--- config.mk ---
export PLATFORM = sky130hd
export DESIGN_NAME = maze_controller_p
export DESIGN_NICKNAME = d
export VERILOG_FILES = /design/src/rtl/maze_pkg.sv /design/src/rtl/maze_edge_det.sv /design/src/rtl/maze_controller_p.sv
export SDC_FILE = /design/constraint.sdc
export NUM_CORES = 1
export LEC_CHECK = 0
export ABC_CLOCK_PERIOD_IN_PS = 9200
export CAP_MARGIN = 20
export CORE_MARGIN = 4
export CORE_UTILIZATION = 45
export CTS_CLUSTER_SIZE = 20
export DETAILED_ROUTE_END_ITERATION = 12
export PLACE_DENSITY = 0.7
export REMOVE_ABC_BUFFERS = 1
export SLEW_MARGIN = 30
export SYNTH_ARGS = -nofsm -noshare
export SYNTH_HDL_FRONTEND = slang
export SYNTH_SLANG_ARGS = --single-unit
--- constraint.sdc ---
create_clock -name clk -period 9.2 [get_ports clk]
set_input_delay 1.84 -clock clk [delete_from_list [all_inputs] [get_ports clk]]
set_output_delay 1.84 -clock clk [all_outputs]
set_load 0.01 [all_outputs]
--- src/rtl/maze_pkg.sv ---
// Shared types and helpers for the parametrised maze controller.
package maze_pkg;

    typedef enum logic [2:0] {IDLE, PLAY, FETCH, WAIT, CHECK, END} state_t;
    typedef enum logic [1:0] {DIR_UP, DIR_DOWN, DIR_LEFT, DIR_RIGHT} dir_t;

    // Bit positions of the buttons inside the edge-detector vector
    localparam int EDGE_W      = 5;
    localparam int BTN_CONTROL = 4;
    localparam int BTN_UP      = 3;
    localparam int BTN_DOWN    = 2;
    localparam int BTN_LEFT    = 1;
    localparam int BTN_RIGHT   = 0;

    // A tile is a wall when its RGB444 colour field is black; the low nibble is don't-care.
    function automatic logic is_wall(input logic [15:0] tile);
        return (tile & 16'hFFF0) == 16'h0000;
    endfunction

endpackage

--- src/rtl/maze_edge_det.sv ---
// Rising-edge detector for debounced level buttons; a held level yields one pulse.
module maze_edge_det #(
    parameter int WIDTH = 5
) (
    input  logic             clk,
    input  logic             rst_n,
    input  logic [WIDTH-1:0] level,
    output logic [WIDTH-1:0] rise
);

    logic [WIDTH-1:0] prev;

    always_ff @(posedge clk or negedge rst_n) begin
        if (!rst_n) begin
            prev <= '0;
        end else begin
            prev <= level;
        end
    end

    assign rise = level & ~prev;

endmodule

--- src/rtl/maze_controller_p.sv ---
// Maze cursor controller: arm sequence, bounds/wall-checked moves via the maze ROM,
// in-game restart, saturating move/bump counters and an exit detector.
//
// state | meaning
// IDLE  | counting control presses until the game is armed
// PLAY  | waiting for a direction or restart press
// FETCH | one-cycle ROM read strobe for the candidate tile
// WAIT  | remaining ROM latency cycles
// CHECK | ROM data valid; accept or reject the move
// END   | exit reached; everything frozen until a control press
module maze_controller_p
    import maze_pkg::*;
#(
    parameter int MAZE_COLS   = 40,
    parameter int MAZE_ROWS   = 30,
    parameter int COL_W       = 6,
    parameter int ROW_W       = 6,
    parameter int ADDR_W      = 11,
    parameter int ROM_LAT     = 1,
    parameter int START_COL   = 1,
    parameter int START_ROW   = 0,
    parameter int ARM_PRESSES = 3,
    parameter int CNT_W       = 10
) (
    input  logic              clk,
    input  logic              rst,
    input  logic              i_control,
    input  logic              i_up,
    input  logic              i_down,
    input  logic              i_left,
    input  logic              i_right,
    output logic              o_rom_en,
    output logic [ADDR_W-1:0] o_rom_addr,
    input  logic [15:0]       i_rom_data,
    output logic [COL_W-1:0]  o_player_bcol,
    output logic [ROW_W-1:0]  o_player_brow,
    input  logic [COL_W-1:0]  i_exit_bcol,
    input  logic [ROW_W-1:0]  i_exit_brow,
    output logic [CNT_W-1:0]  o_moves,
    output logic [CNT_W-1:0]  o_bumps,
    output logic              o_done,
    output logic [7:0]        o_leds
);

    localparam logic [COL_W-1:0] COL_START = COL_W'(START_COL);
    localparam logic [ROW_W-1:0] ROW_START = ROW_W'(START_ROW);
    localparam logic [COL_W-1:0] COL_LAST  = COL_W'(MAZE_COLS - 1);
    localparam logic [ROW_W-1:0] ROW_LAST  = ROW_W'(MAZE_ROWS - 1);
    localparam logic [2:0]       ARM_LAST  = 3'(ARM_PRESSES - 1);
    localparam logic [1:0]       WAIT_LOAD = 2'((ROM_LAT > 1) ? ROM_LAT - 2 : 0);

    logic [EDGE_W-1:0] rise;
    state_t            state;
    logic [2:0]        arm_cnt;
    logic [1:0]        lat_cnt;
    logic [COL_W-1:0]  pos_col, cand_col, next_col;
    logic [ROW_W-1:0]  pos_row, cand_row, next_row;
    logic [CNT_W-1:0]  moves, bumps, moves_inc, bumps_inc;
    logic [ADDR_W-1:0] next_addr;
    dir_t              dir;
    logic              dir_hit;
    logic              off_map;

    maze_edge_det #(.WIDTH(EDGE_W)) u_edge_det (
        .clk   (clk),
        .rst_n (rst),
        .level ({i_control, i_up, i_down, i_left, i_right}),
        .rise  (rise)
    );

    // Direction priority: up > down > left > right; losers of a tie are dropped.
    always_comb begin
        dir_hit = 1'b1;
        dir     = DIR_UP;
        if (rise[BTN_UP])         dir = DIR_UP;
        else if (rise[BTN_DOWN])  dir = DIR_DOWN;
        else if (rise[BTN_LEFT])  dir = DIR_LEFT;
        else if (rise[BTN_RIGHT]) dir = DIR_RIGHT;
        else                      dir_hit = 1'b0;

        next_col = pos_col;
        next_row = pos_row;
        off_map  = 1'b0;
        case (dir)
            DIR_UP:    if (pos_row == '0)      off_map = 1'b1; else next_row = pos_row - ROW_W'(1);
            DIR_DOWN:  if (pos_row == ROW_LAST) off_map = 1'b1; else next_row = pos_row + ROW_W'(1);
            DIR_LEFT:  if (pos_col == '0)      off_map = 1'b1; else next_col = pos_col - COL_W'(1);
            DIR_RIGHT: if (pos_col == COL_LAST) off_map = 1'b1; else next_col = pos_col + COL_W'(1);
            default:   off_map = 1'b1;
        endcase

        next_addr = ADDR_W'(next_row) * ADDR_W'(MAZE_COLS) + ADDR_W'(next_col);
    end

    assign moves_inc = (moves == '1) ? moves : moves + CNT_W'(1);
    assign bumps_inc = (bumps == '1) ? bumps : bumps + CNT_W'(1);

    always_ff @(posedge clk or negedge rst) begin
        if (!rst) begin
            state      <= IDLE;
            arm_cnt    <= '0;
            lat_cnt    <= '0;
            pos_col    <= COL_START;
            pos_row    <= ROW_START;
            cand_col   <= '0;
            cand_row   <= '0;
            moves      <= '0;
            bumps      <= '0;
            o_rom_en   <= 1'b0;
            o_rom_addr <= '0;
            o_done     <= 1'b0;
        end else begin
            case (state)
                IDLE: begin
                    if (rise[BTN_CONTROL]) begin
                        if (arm_cnt == ARM_LAST) begin
                            arm_cnt <= '0;
                            moves   <= '0;
                            bumps   <= '0;
                            state   <= PLAY;
                        end else begin
                            arm_cnt <= arm_cnt + 3'd1;
                        end
                    end
                end
                PLAY: begin
                    if (rise[BTN_CONTROL]) begin
                        pos_col <= COL_START;
                        pos_row <= ROW_START;
                        moves   <= '0;
                        bumps   <= '0;
                    end else if (dir_hit) begin
                        if (off_map) begin
                            bumps <= bumps_inc;
                        end else begin
                            cand_col   <= next_col;
                            cand_row   <= next_row;
                            o_rom_en   <= 1'b1;
                            o_rom_addr <= next_addr;
                            state      <= FETCH;
                        end
                    end
                end
                FETCH: begin
                    o_rom_en   <= 1'b0;
                    o_rom_addr <= '0;
                    lat_cnt    <= WAIT_LOAD;
                    if (ROM_LAT > 1) state <= WAIT;
                    else             state <= CHECK;
                end
                WAIT: begin
                    if (lat_cnt == 2'd0) state <= CHECK;
                    else                 lat_cnt <= lat_cnt - 2'd1;
                end
                CHECK: begin
                    if (is_wall(i_rom_data)) begin
                        bumps <= bumps_inc;
                        state <= PLAY;
                    end else begin
                        pos_col <= cand_col;
                        pos_row <= cand_row;
                        moves   <= moves_inc;
                        if (cand_col == i_exit_bcol && cand_row == i_exit_brow) begin
                            o_done <= 1'b1;
                            state  <= END;
                        end else begin
                            state <= PLAY;
                        end
                    end
                end
                END: begin
                    if (rise[BTN_CONTROL]) begin
                        pos_col <= COL_START;
                        pos_row <= ROW_START;
                        arm_cnt <= '0;
                        o_done  <= 1'b0;
                        state   <= IDLE;
                    end
                end
                default: state <= IDLE;
            endcase
        end
    end

    // Status display: arm progress as a thermometer, move count in play, all-on at the exit.
    always_ff @(posedge clk or negedge rst) begin
        if (!rst) begin
            o_leds <= 8'h00;
        end else begin
            case (state)
                IDLE:    o_leds <= 8'((9'd1 << arm_cnt) - 9'd1);
                END:     o_leds <= 8'hFF;
                default: o_leds <= 8'(moves);
            endcase
        end
    end

    assign o_player_bcol = pos_col;
    assign o_player_brow = pos_row;
    assign o_moves       = moves;
    assign o_bumps       = bumps;

endmodule

After elaboration in Yosys (flattened, before gate mapping) --
Index checks and enable logic that the tools add are counted.
Word-level totals: flip-flop bits (word level) 78, output and inout bits 53, input bits 35
Operators by class: multiplexer cells 65, shifts and indexed selects 1, add/sub/neg operators 10, bitwise operators 4, reductions and logical operators 23, multiply operators 1, equal/unequal tests 31
Operators with widths (number):
- 10-bit two-way mux | 10
- 10-bit case mux with 3 select lines | 2
- 6-bit two-way mux | 8
- 6-bit case mux with 2 select lines | 4
- 11-bit two-way mux | 3
- 3-bit two-way mux | 11
- 2-bit != test, second input constant | 13
- 11-bit case mux with 2 select lines | 1
- 10-bit by 1-bit adder with 10-bit output, second input constant | 2
- 10-bit == test, second input constant | 2
- 3-bit case mux with 6 select lines | 1
- 16-bit logical NOT | 1
- 8-bit case mux with 2 select lines | 1
- 1-bit two-way mux | 14
- 6-bit by 1-bit adder with 6-bit output, second input constant | 2
- 6-bit == test | 2
- 6-bit logical NOT | 2
- 4-bit AND reduction | 3
- 6-bit AND reduction | 2
- 6-bit by 1-bit subtractor with 6-bit output, second input constant | 2
- 11-bit by 6-bit adder with 11-bit output | 1
- 2-bit two-way mux | 5
- 2-bit nonzero test | 5
- 3-bit by 2-bit == test with 1-bit output, second input constant | 3
- other kinds (28) | 35

Depth between registers and ports, before layout --
Gate-level depths: netlist (run 1).
depth after elaboration 14, mapped depth 18

By module --
Synthesis (run 1) repeated with hierarchy kept, for this count alone.
Second synthesis, totals: cell total of the unflattened synthesis 518, area total of the unflattened synthesis 4872.2 um^2
Modules (own cells, without submodules):
- maze_controller_p | cells each 508, area each 4678.2 um^2, times used 1, sequential area each 1828.0 um^2
- maze_edge_det | cells each 10, area each 193.9 um^2, times used 1, sequential area each 125.1 um^2

Least setup slack after synthesis (run 1) --
OpenSTA, ideal clock, no wires.
kind input port to flip-flop, from input i_up, to register o_rom_addr[10], setup slack 4.314 ns, stages 14, arrival time 4.752 ns, setup time 0.134 ns, required time 9.066 ns, cell sequence nor2b_1 a31oi_1 or2_2 o41ai_1 a211o_1 ha_1 ha_1 inv_1 fa_1 nor3b_1 nor3b_1 xnor2_1 xnor2_1 o21ai_0
On the way: longest elaborated chain between the ends 10
Ends and longest elaborated chain:
- start: declaration | line maze_controller_p.sv:28 | input logic i_up,
- 5-bit AND (*) | line maze_edge_det.sv:21 | assign rise = level & ~prev;
- 2-bit two-way mux (*) | line maze_controller_p.sv:75 | if (rise[BTN_UP]) dir = DIR_UP;
- 2-bit by 1-bit == test with 1-bit output / 2-bit logical NOT (equally long branches) | line maze_controller_p.sv:84 | case (dir)
- 6-bit case mux with 2 select lines (*) | line maze_controller_p.sv:84
- via next_row[3] | line maze_controller_p.sv:57 | logic [ROW_W-1:0] pos_row, cand_row, next_row;
- 6-bit by 3-bit multiplier with 8-bit output (*) | line maze_controller_p.sv:92 | next_addr = ADDR_W'(next_row) * ADDR_W'(MAZE_COLS) + ADDR_W'(next_col);
- 11-bit by 6-bit adder with 11-bit output (*) | line maze_controller_p.sv:92
- 11-bit two-way mux (*) | line maze_controller_p.sv:133 | if (off_map) begin
- 11-bit two-way mux (*) | line maze_controller_p.sv:132 | end else if (dir_hit) begin
- 11-bit two-way mux (*) | line maze_controller_p.sv:127 | if (rise[BTN_CONTROL]) begin
- 11-bit case mux with 2 select lines (*) | line maze_controller_p.sv:113 | case (state)
- end signal: assignment | line maze_controller_p.sv:139 | o_rom_addr <= next_addr;
- end: declaration | line maze_controller_p.sv:33 | output logic [ADDR_W-1:0] o_rom_addr,
The timed path passes the listed nets; every way through them passes the cells marked *. The select of a mux whose other input is x is not followed. A chain may end at the register's enable or synchronous reset.

Worst setup path after layout (run 1) --
Ends and elaborated chain as after synthesis.

==> results.json, run 1 <==
{
  "port_buffers": 83,
  "vdd_drop_max_v": 0.000165,
  "crit_fanout": 8,
  "die_x_um": 112,
  "avgSynthCellArea_sq_um": 9.03,
  "reg2reg_slack_ns": 4.91,
  "nFillCells": 903,
  "worstRegToRegCells": 15,
  "clkSinkCount": 78,
  "drc_errors": 0,
  "cts_resized": 0,
  "power_density_nw_per_um2": 281,
  "endpoint_kind": "flop",
  "multiInputGateArea_sq_um": 2690,
  "cts_tree": "yes",
  "finalCriticalPeriod_ns": 5.63,
  "r2r-end": "o_rom_addr[10]$_DFFE_PN0P_",
  "synth_edf_count": 0,
  "power_leakage_nw": 2.53,
  "rsz0062_at_grt": "false",
  "hp-class": "flop to flop",
  "grt_pass1_vias": 4312,
  "grt_pass1_wl_mm": 20.9,
  "tightestPinTransition_ns": 0.778,
  "cp.arrival_ns": 5.86,
  "drive_gt1_frac": 0.0685,
  "slew_viol_final": 0,
  "cts_setup_buffers": 0,
  "n_antenna_cell": 0,
  "first_iter_violations": 290,
  "whs_endpoint": "o_rom_en$_DFFE_PN0P_",
  "timing.final.crit_share": 0.612,
  "crit_path_start_kind": "primary input",
  "grt_start_max_net_pins": 79,
  "ios": 88,
  "ys_seq_area_frac": 0.405,
  "postSynthCellCount": 535,
  "setup_violations": 0,
  "vias_per_cell": 5.74,
  "synth_area_sq_um": 4830,
  "firstDrtPassIters": 5,
  "area_delta_synth_final_pct": 22.6,
  "fin_nets": 669,
  "slew_headroom": 0.481,
  "worst_ep_required_time_ns": 9.43,
  "whs_path_depth": 2,
  "fin_ws_ns": 3.57,
  "seqPwrFrac": 0.324,
  "place.detailed.hpwl_mm": 8.98,
  "start_util": 0.466,
  "drt-wirelength-per-cell_um": 16.3,
  "worstHoldStart": "o_rom_en$_DFFE_PN0P_",
  "cts_buffer_depth": 2,
  "timing.fmax_mhz": 178,
  "totalWireLength_mm": 12.2,
  "finalHoldViolCount": 0,
  "vias": 4303,
  "ys_ff_latch": 78,
  "synth_cell_type_count": 60,
  "antenna_found_initial": 0,
  "comb_power_share": 0.531,
  "ctsHoldBuffers": 0,
  "core_area_sq_um": 10400,
  "dieArea_sq_um": 12500,
  "place_worst_setup_slack_ns": 3.21,
  "setup-tns-final_ns": 0,
  "fp.dieH_um": 112,
  "switching_share": 0.434,
  "crit_type": "primary input to flop",
  "synth-main-ff-cell": "dfrtp_1",
  "worstSkewPairLatency_ns": 0.36,
  "grt_overflow": 0,
  "layout.area.seq_sq_um": 1950,
  "power.internal_mw": 0.942,
  "p_sw_mw": 0.723,
  "clkSlewWorstSetupHoldPaths_ns": 0.09,
  "cap_violations": 0,
  "rows": 37,
  "place.gp.congestion": 0.933,
  "synth-warning-count": 0,
  "whs_ns": 0.488,
  "status": "finished clean",
  "h-tree-depth": 3,
  "root_buffer": "clkbuf_8",
  "grt_use_total": 0.203,
  "async_reset_ff_frac": 1.00,
  "worst_clock_skew_ns": 0.00923,
  "p_clk_frac": 0.145,
  "r2r-start": "o_player_brow[0]$_DFFE_PN0P_",
  "cts_inserted_buffers": 9,
  "drtAntennaViolNets": 0
}
[critical path: stages]
cell and delay, ns:
clkdlybuf4s50_1 0.50, nor2b_1 0.29, a31oi_1 0.16, nor2_1 0.50
a22oi_1 0.14, o221ai_1 0.44, ha_1 0.24, ha_1 0.16
inv_1 0.05, fa_1 0.51, nor3b_1 0.34, nor3b_1 0.28
xnor2_1 0.17, xnor2_1 0.14, o21ai_0 0.09
[cell type report]
class	count	share of cell area
clock inverter	5	0.00571
inverter	17	0.0108
sequential	78	0.330
timing repair buffer	86	0.144
tap	136	0.0287
clock buffer	11	0.0256
multi-input combinational	416	0.455
[cells by family after synthesis]
logic type,share of synthesized area
and+or+nand+nor,0.220
AOI/OAI and AO/OA,0.176
DFF,0.405
buffers and inverters,0.0378
xor gates and xnor gates,0.0617
adders and majority gates,0.0705
muxes,0.0295
[cell usage in the layout, fill, tap and decap left out, drive strengths merged, types with 4 or more instances in the layout]
cell / synthesis / routed
xnor2: 21 / 21
a21o: 8 / 8
nand4: 7 / 7
nand2b: 8 / 8
nand3: 25 / 25
nand2: 56 / 56
o211ai: 5 / 5
inv: 17 / 17
clkdlybuf4s50: 0 / 82
nor4: 7 / 7
buf: 7 / 4
or4: 4 / 4
or3: 10 / 10
a22o: 16 / 16
and2: 4 / 4
o21ai: 38 / 38
nor3b: 7 / 7
nor3: 18 / 18
nor2: 43 / 43
dfrtp: 77 / 77
a21oi: 39 / 39
nor2b: 7 / 7
mux2: 10 / 10
clkbuf: 17 / 11
xor2: 13 / 13
a31oi: 4 / 4
and3: 6 / 6
ha: 24 / 24
[how the worst max path moves through the flow]
stage | from | end | slack (ns) | depth (start not counted)
6_report | i_up | o_rom_addr[10]$_DFFE_PN0P_ | 3.57 | 15
5_1_grt | i_up | o_rom_addr[10]$_DFFE_PN0P_ | 3.21 | 15
4_1_cts | i_up | o_rom_addr[10]$_DFFE_PN0P_ | 3.57 | 15
3_5_place_dp | i_up | o_rom_addr[10]$_DFFE_PN0P_ | 3.21 | 15
3_3_place_gp | i_up | o_rom_addr[10]$_DFFE_PN0P_ | 3.32 | 15
2_1_floorplan | i_up | o_rom_addr[10]$_DFFE_PN0P_ | 4.28 | 14
[cells in the mapped netlist, types with 13 or more instances]
| cell | n | area share |
|---|---|---|
| a21oi_1 | 39 | 0.040 |
| a22o_1 | 16 | 0.029 |
| clkbuf_1 | 17 | 0.013 |
| dfrtp_1 | 77 | 0.40 |
| ha_1 | 24 | 0.062 |
| inv_1 | 17 | 0.013 |
| nand2_1 | 55 | 0.043 |
| nand3_1 | 25 | 0.026 |
| nor2_1 | 42 | 0.033 |
| nor3_1 | 18 | 0.019 |
| o21ai_0 | 36 | 0.037 |
| xnor2_1 | 21 | 0.038 |
| xor2_1 | 13 | 0.024 |
[stage by stage]
stage	instances	util	cell area, sq um	power [mW]
final	749	0.571	5920	1.66
after CTS	749	0.571	5920	1.68
after floorplan	511	-	4710	1.11
after global routing	749	0.571	5920	1.81
after global placement	733	0.553	5730	1.40
after detailed placement	733	0.553	5730	1.43
[registers in the layout (all words and copies together) (netlist names)]
signal,flops
o_rom_addr,11
o_bumps,10
o_moves,10
o_leds,8
cand_col,6
cand_row,6
o_player_bcol,6
o_player_brow,6
u_edge_det.prev,5
arm_cnt,3
state,3
lat_cnt,2
o_done,1
o_rom_en,1
[power groups by stage]
stage	logic (mW)	clock network [mW]	registers, mW
final	0.884	0.241	0.539
after global routing	0.990	0.264	0.557
after global placement	0.860	0	0.540
after floorplan	0.567	0	0.545
after CTS	0.888	0.250	0.538
after detailed placement	0.885	0	0.545
[per-layer routing]
layer  global-route usage  vias to the layer above  wire (um)
met4               0.0560                        0        163
li1                     -                     2079          -
met1                0.267                     2073       5500
met2                0.337                      139       5900
met3               0.0478                       12        675
met5                    0                        -          0
(Power assumes the default switching activity.)
==> inputs of run 2 (changes only) <==
- ABC_CLOCK_PERIOD_IN_PS: 9200 -> 5600
- clock period: 9.2 -> 5.6 ns (I/O delays scaled with it)
==> run 2 against run 1 <==
Against the previous run:
- clock power rose by 82%
- register-to-register slack got worse by 3.5 ns
- cell area up 0.59%
- die area is the same
- sequential power is 64% higher
- utilization increased by 0.34 points
- critical path type unchanged
- critical endpoint unchanged
- largest cell class unchanged
==> results.json, run 2 (synthesis results as in run 1) <==
{
  "cap_violations": 0,
  "fin_ws_ns": 0.736,
  "fin_nets": 672,
  "finalHoldViolCount": 0,
  "core_area_sq_um": 10400,
  "worstPathCellList": "clkdlybuf4s50_1 > nor2b_1 > a31oi_1 > or2_2 > o41ai_1 > a211o_1 > ha_1 > ha_1 > inv_1 > fa_1 > nor3b_1 > nor3b_1 > xnor2_1 > xnor2_1 > o21ai_0",
  "grt_start_max_net_pins": 79,
  "root_buffer": "clkbuf_8",
  "largest_reg_flops": 11,
  "place.gp.congestion": 0.954,
  "nFillCells": 917,
  "crit_fanout": 6,
  "worst_clock_skew_ns": 0.0195,
  "status": "finished clean",
  "slew_headroom": 0.512,
  "drtAntennaViolNets": 0,
  "grt_overflow": 0,
  "drive_gt1_frac": 0.0714,
  "cts_inserted_buffers": 9,
  "vdd_drop_max_v": 0.000321,
  "clkSlewWorstSetupHoldPaths_ns": 0.09,
  "cts_buffer_depth": 2,
  "vias_per_cell": 5.77,
  "slew_viol_final": 0,
  "power_leakage_nw": 2.55,
  "setup-tns-final_ns": 0,
  "tightestPinTransition_ns": 0.727,
  "cp.arrival_ns": 5.10,
  "worstSkewPairLatency_ns": 0.37,
  "worst_ep_required_time_ns": 5.84,
  "layout_commonest_cell": "clkdlybuf4s50_1",
  "start_util": 0.466,
  "clkSinkCount": 78,
  "crit_path_top_delay_cell": "clkdlybuf4s50_1",
  "h-tree-depth": 3,
  "drt-wirelength-per-cell_um": 16.5,
  "vias": 4338,
  "ctsHoldBuffers": 0,
  "fp.dieH_um": 112,
  "cts_resized": 0,
  "power_density_nw_per_um2": 467,
  "timing.final.crit_share": 0.869,
  "place_worst_setup_slack_ns": 0.424,
  "die_x_um": 112,
  "grt_pass1_wl_mm": 20.8,
  "grt_use_total": 0.201,
  "n_antenna_cell": 0,
  "setup_violations": 0,
  "mostFrequentLayoutCells": "82 x clkdlybuf4s50_1, 77 x dfrtp_1, 55 x nand2_1",
  "finalCriticalPeriod_ns": 4.86,
  "endpoint_kind": "flop",
  "grt_pass1_vias": 4349,
  "met2_usage": 0.343,
  "fin_total_pwr_mw": 2.78,
  "dp.cells": 736,
  "dieArea_sq_um": 12500,
  "hp-class": "flop to flop",
  "area_delta_synth_final_pct": 23.3,
  "place.detailed.hpwl_mm": 9.07,
  "totalWireLength_mm": 12.4,
  "drc_errors": 0,
  "first_iter_violations": 307,
  "crit_path_start_kind": "primary input",
  "fin_cells": 752,
  "use_met3": 0.0527,
  "regMostFlops": "o_rom_addr",
  "antenna_found_initial": 0,
  "gr-usage-met1": 0.256,
  "rows": 37,
  "firstDrtPassIters": 5,
  "ios": 88,
  "cts_tree": "yes",
  "port_buffers": 83,
  "timing.fmax_mhz": 206,
  "cts_setup_buffers": 0,
  "max_stage_delay_ns": 0.51,
  "grt.busiest_layer": "met2",
  "rsz0062_at_grt": "false",
  "crit_type": "primary input to flop"
}
[run 2: cell types whose count changed in the layout (fill, tap and decap cells not counted)]
cell        change
clkbuf_1        +1
inv_6           +1
bufinv_16       +1
clkinv_4        +2
clkbuf_8        -2
clkinv_2        -1
buf_4           +3
clkinvlp_4      -2
[run 2: report_power, final]
group	switching, mW	internal (mW)
combinational	0.801	0.655
clock	0.229	0.209
sequential	0.178	0.708
total	1.21	1.57
[run 2: metal layers]
metal	up-vias	wire length [um]
li1	2084	-
met1	2090	5400
met2	154	6030
met3	10	836
met4	0	119
met5	-	0
[run 2: worst paths after layout]
path | from | end | slack, ns | depth (start not counted)
max | i_up | o_rom_addr[10]$_DFFE_PN0P_ | 0.74 | 15
min | o_rom_addr[4]$_DFFE_PN0P_ | o_rom_addr[4]$_DFFE_PN0P_ | 0.51 | 2
max reg2reg | o_player_brow[0]$_DFFE_PN0P_ | o_rom_addr[10]$_DFFE_PN0P_ | 1.37 | 15
min reg2reg | o_rom_addr[4]$_DFFE_PN0P_ | o_rom_addr[4]$_DFFE_PN0P_ | 0.51 | 2
max in group asynchronous | rst | o_player_bcol[5]$_DFFE_PN0P_ | 4.31 | 1
min in group asynchronous | rst | o_leds[6]$_DFF_PN0_ | 0.76 | 1
[run 2: layout make-up]
class                      instances  area, sq um  area share
clock buffer                      10          128      0.0214
multi-input combinational        416         2690       0.452
tap                              136          170      0.0286
timing repair buffer              89          877       0.147
inverter                          17         63.8      0.0107
clock inverter                     6         70.1      0.0118
sequential                        78         1950       0.328
[run 2: worst max-delay path, delay by kind of cell]
kind / cells / cell delay, ns
AOI/OAI and AO/OA: 4 / 0.84
xor gates and xnor gates: 2 / 0.31
adders and majority gates: 3 / 0.94
buffers and inverters: 2 / 0.58
and+or+nand+nor: 4 / 1.33
[run 2: through the flow]
stage          hold WS [ns]  area (sq um)   util
5_1_grt               0.546          5950  0.574
3_3_place_gp          0.462          5750  0.555
3_5_place_dp          0.496          5760  0.555
4_1_cts               0.522          5950  0.574
2_1_floorplan         0.489          4710      -
6_report              0.514          5950  0.574
==> inputs of run 3 (changes only) <==
- PLACE_DENSITY: 0.7 -> 0.82
- SLEW_MARGIN: 30 -> 10
==> run 3 against run 2 <==
Against the previous run:
- sequential share of layout area down 0.19 points
- via count up 0.35%
- global-route usage up 0.055 points
- worst hold slack worse by 0.022 ns
- first-iteration DRC count down 8.5%
- count of clock-buffer cells in the layout up 1
==> results.json, run 3 (synthesis results as in run 1) <==
{
  "power_leakage_nw": 2.57,
  "port_buffers": 83,
  "die_x_um": 112,
  "finalCriticalPeriod_ns": 4.79,
  "crit_fanout": 8,
  "whs_endpoint": "o_rom_en$_DFFE_PN0P_",
  "dieArea_sq_um": 12500,
  "vdd_drop_max_v": 0.000339,
  "worst_clock_skew_ns": 0.0113,
  "rsz0062_at_grt": "false",
  "crit_path_top_delay_cell": "nor2_1",
  "cts_tree": "yes",
  "worst_ep_required_time_ns": 5.84,
  "slew_headroom": 0.519,
  "mostFrequentLayoutCells": "82 x clkdlybuf4s50_1, 77 x dfrtp_1, 55 x nand2_1",
  "fin_nets": 671,
  "root_buffer": "clkbuf_8",
  "worstRegToRegCells": 15,
  "setup_violations": 0,
  "place.detailed.hpwl_mm": 9.10,
  "first_iter_violations": 281,
  "worstHoldStart": "o_rom_en$_DFFE_PN0P_",
  "status": "finished clean",
  "crit_type": "primary input to flop",
  "grt_pass1_vias": 4339,
  "vias_per_cell": 5.80,
  "whs_path_depth": 2,
  "endpoint_kind": "flop",
  "vias": 4353,
  "start_util": 0.466,
  "clkSinkCount": 78,
  "largest_reg_flops": 11,
  "cap_violations": 0,
  "critPathBufInv": 2,
  "nFillCells": 920,
  "h-tree-depth": 3,
  "cts_setup_buffers": 0,
  "slew_viol_final": 0,
  "crit_path_start_kind": "primary input",
  "cp.arrival_ns": 5.03,
  "cts_buffer_depth": 2,
  "fin_total_pwr_mw": 2.82,
  "drtAntennaViolNets": 0,
  "place.gp.congestion": 0.894,
  "drt-wirelength-per-cell_um": 16.5,
  "regMostFlops": "o_rom_addr",
  "grt_overflow": 0,
  "post-route-util": 0.578,
  "reg2reg_slack_ns": 1.39,
  "cpLargestDelayFamily": "simple AND/OR/NAND/NOR gates",
  "grt_pass1_wl_mm": 20.8,
  "n_antenna_cell": 0,
  "firstDrtPassIters": 6,
  "fp.dieH_um": 112,
  "grt_use_total": 0.202,
  "rows": 37,
  "grt_start_max_net_pins": 79,
  "r2r-end": "o_rom_addr[10]$_DFFE_PN0P_",
  "timing.final.crit_share": 0.855,
  "ctsHoldBuffers": 0,
  "timing.fmax_mhz": 209,
  "core_area_sq_um": 10400,
  "power_density_nw_per_um2": 472,
  "setup-tns-final_ns": 0,
  "drc_errors": 0,
  "area_delta_synth_final_pct": 24.0,
  "antenna_found_initial": 0,
  "drive_gt1_frac": 0.0699,
  "r2r-start": "o_player_brow[0]$_DFFE_PN0P_",
  "hp-class": "flop to flop",
  "cts_inserted_buffers": 9,
  "cts_resized": 0,
  "finalHoldViolCount": 0,
  "worstSkewPairLatency_ns": 0.37,
  "tightestPinTransition_ns": 0.716,
  "layout_commonest_cell": "clkdlybuf4s50_1",
  "ios": 88,
  "clkSlewWorstSetupHoldPaths_ns": 0.08,
  "max_stage_delay_ns": 0.51,
  "totalWireLength_mm": 12.4,
  "worstPathCellList": "clkdlybuf4s50_1 > nor2b_1 > a31oi_1 > nor2_1 > a22oi_1 > o221ai_1 > ha_1 > ha_1 > inv_1 > fa_1 > nor3b_1 > nor3b_1 > xnor2_1 > xnor2_1 > o21ai_0"
}
run 3: cell types whose count changed in the layout (fill, tap and decap cells not counted):
cell,previous run,this run
buf_16,0,1
buf_4,6,5
buf_6,1,0
bufinv_16,1,2
clkbuf_8,9,10
clkinv_4,3,2
inv_6,1,0
run 3: layer usage:
metal  up-vias  share of wire  global-route usage
met4         0         0.0099              0.0511
met1      2125           0.44               0.258
li1       2079              -                   -
met2       138           0.48               0.339
met3        11          0.066              0.0560
met5         -              0                   0
run 3: per-stage QoR:
stage          std cells  hold slack (ns)  instance area [sq um]  setup WS [ns]
3_3_place_gp         733            0.466                   5730          0.623
3_5_place_dp         734            0.468                   5740          0.445
5_1_grt              751            0.528                   5990          0.530
6_report             751            0.492                   5990          0.810
4_1_cts              750            0.493                   5960          0.829
2_1_floorplan        511            0.489                   4710           1.40
run 3: worst max-delay path by stage:
stage,from,to,slack [ns],depth (start not counted)
after CTS,i_up,o_rom_addr[10]$_DFFE_PN0P_,0.83,15
after global routing,i_up,o_rom_addr[10]$_DFFE_PN0P_,0.53,15
after floorplan,i_up,o_rom_addr[10]$_DFFE_PN0P_,1.40,14
after global placement,i_up,o_rom_addr[10]$_DFFE_PN0P_,0.62,15
after detailed placement,i_up,o_rom_addr[10]$_DFFE_PN0P_,0.44,15
final,i_up,o_rom_addr[10]$_DFFE_PN0P_,0.81,15
run 3: worst reg2reg max path, stage by stage (launching register included):
cell      delay, ns
dfrtp_1        0.63
inv_1          0.16
ha_1           0.22
and3b_1        0.19
nor2_1         0.46
a22oi_1        0.13
o221ai_1       0.37
ha_1           0.22
ha_1           0.17
inv_1          0.06
fa_1           0.50
nor3b_1        0.30
nor3b_1        0.28
xnor2_1        0.17
xnor2_1        0.14
o21ai_0        0.10
run 3: final cells by class:
class                      count  area [sq um]  area share
clock buffer                  11           141      0.0236
inverter                      17          63.8      0.0107
clock inverter                 5          82.6      0.0138
multi-input combinational    416          2690       0.450
sequential                    78          1950       0.326
timing repair buffer          88           886       0.148
tap                          136           170      0.0284
run 3: power breakdown:
group / switching (mW) / internal [mW] / total [mW] / leakage, nW
sequential: 0.182 / 0.708 / 0.890 / 1.03
combinational: 0.795 / 0.655 / 1.45 / 1.42
clock: 0.221 / 0.264 / 0.485 / 0.113
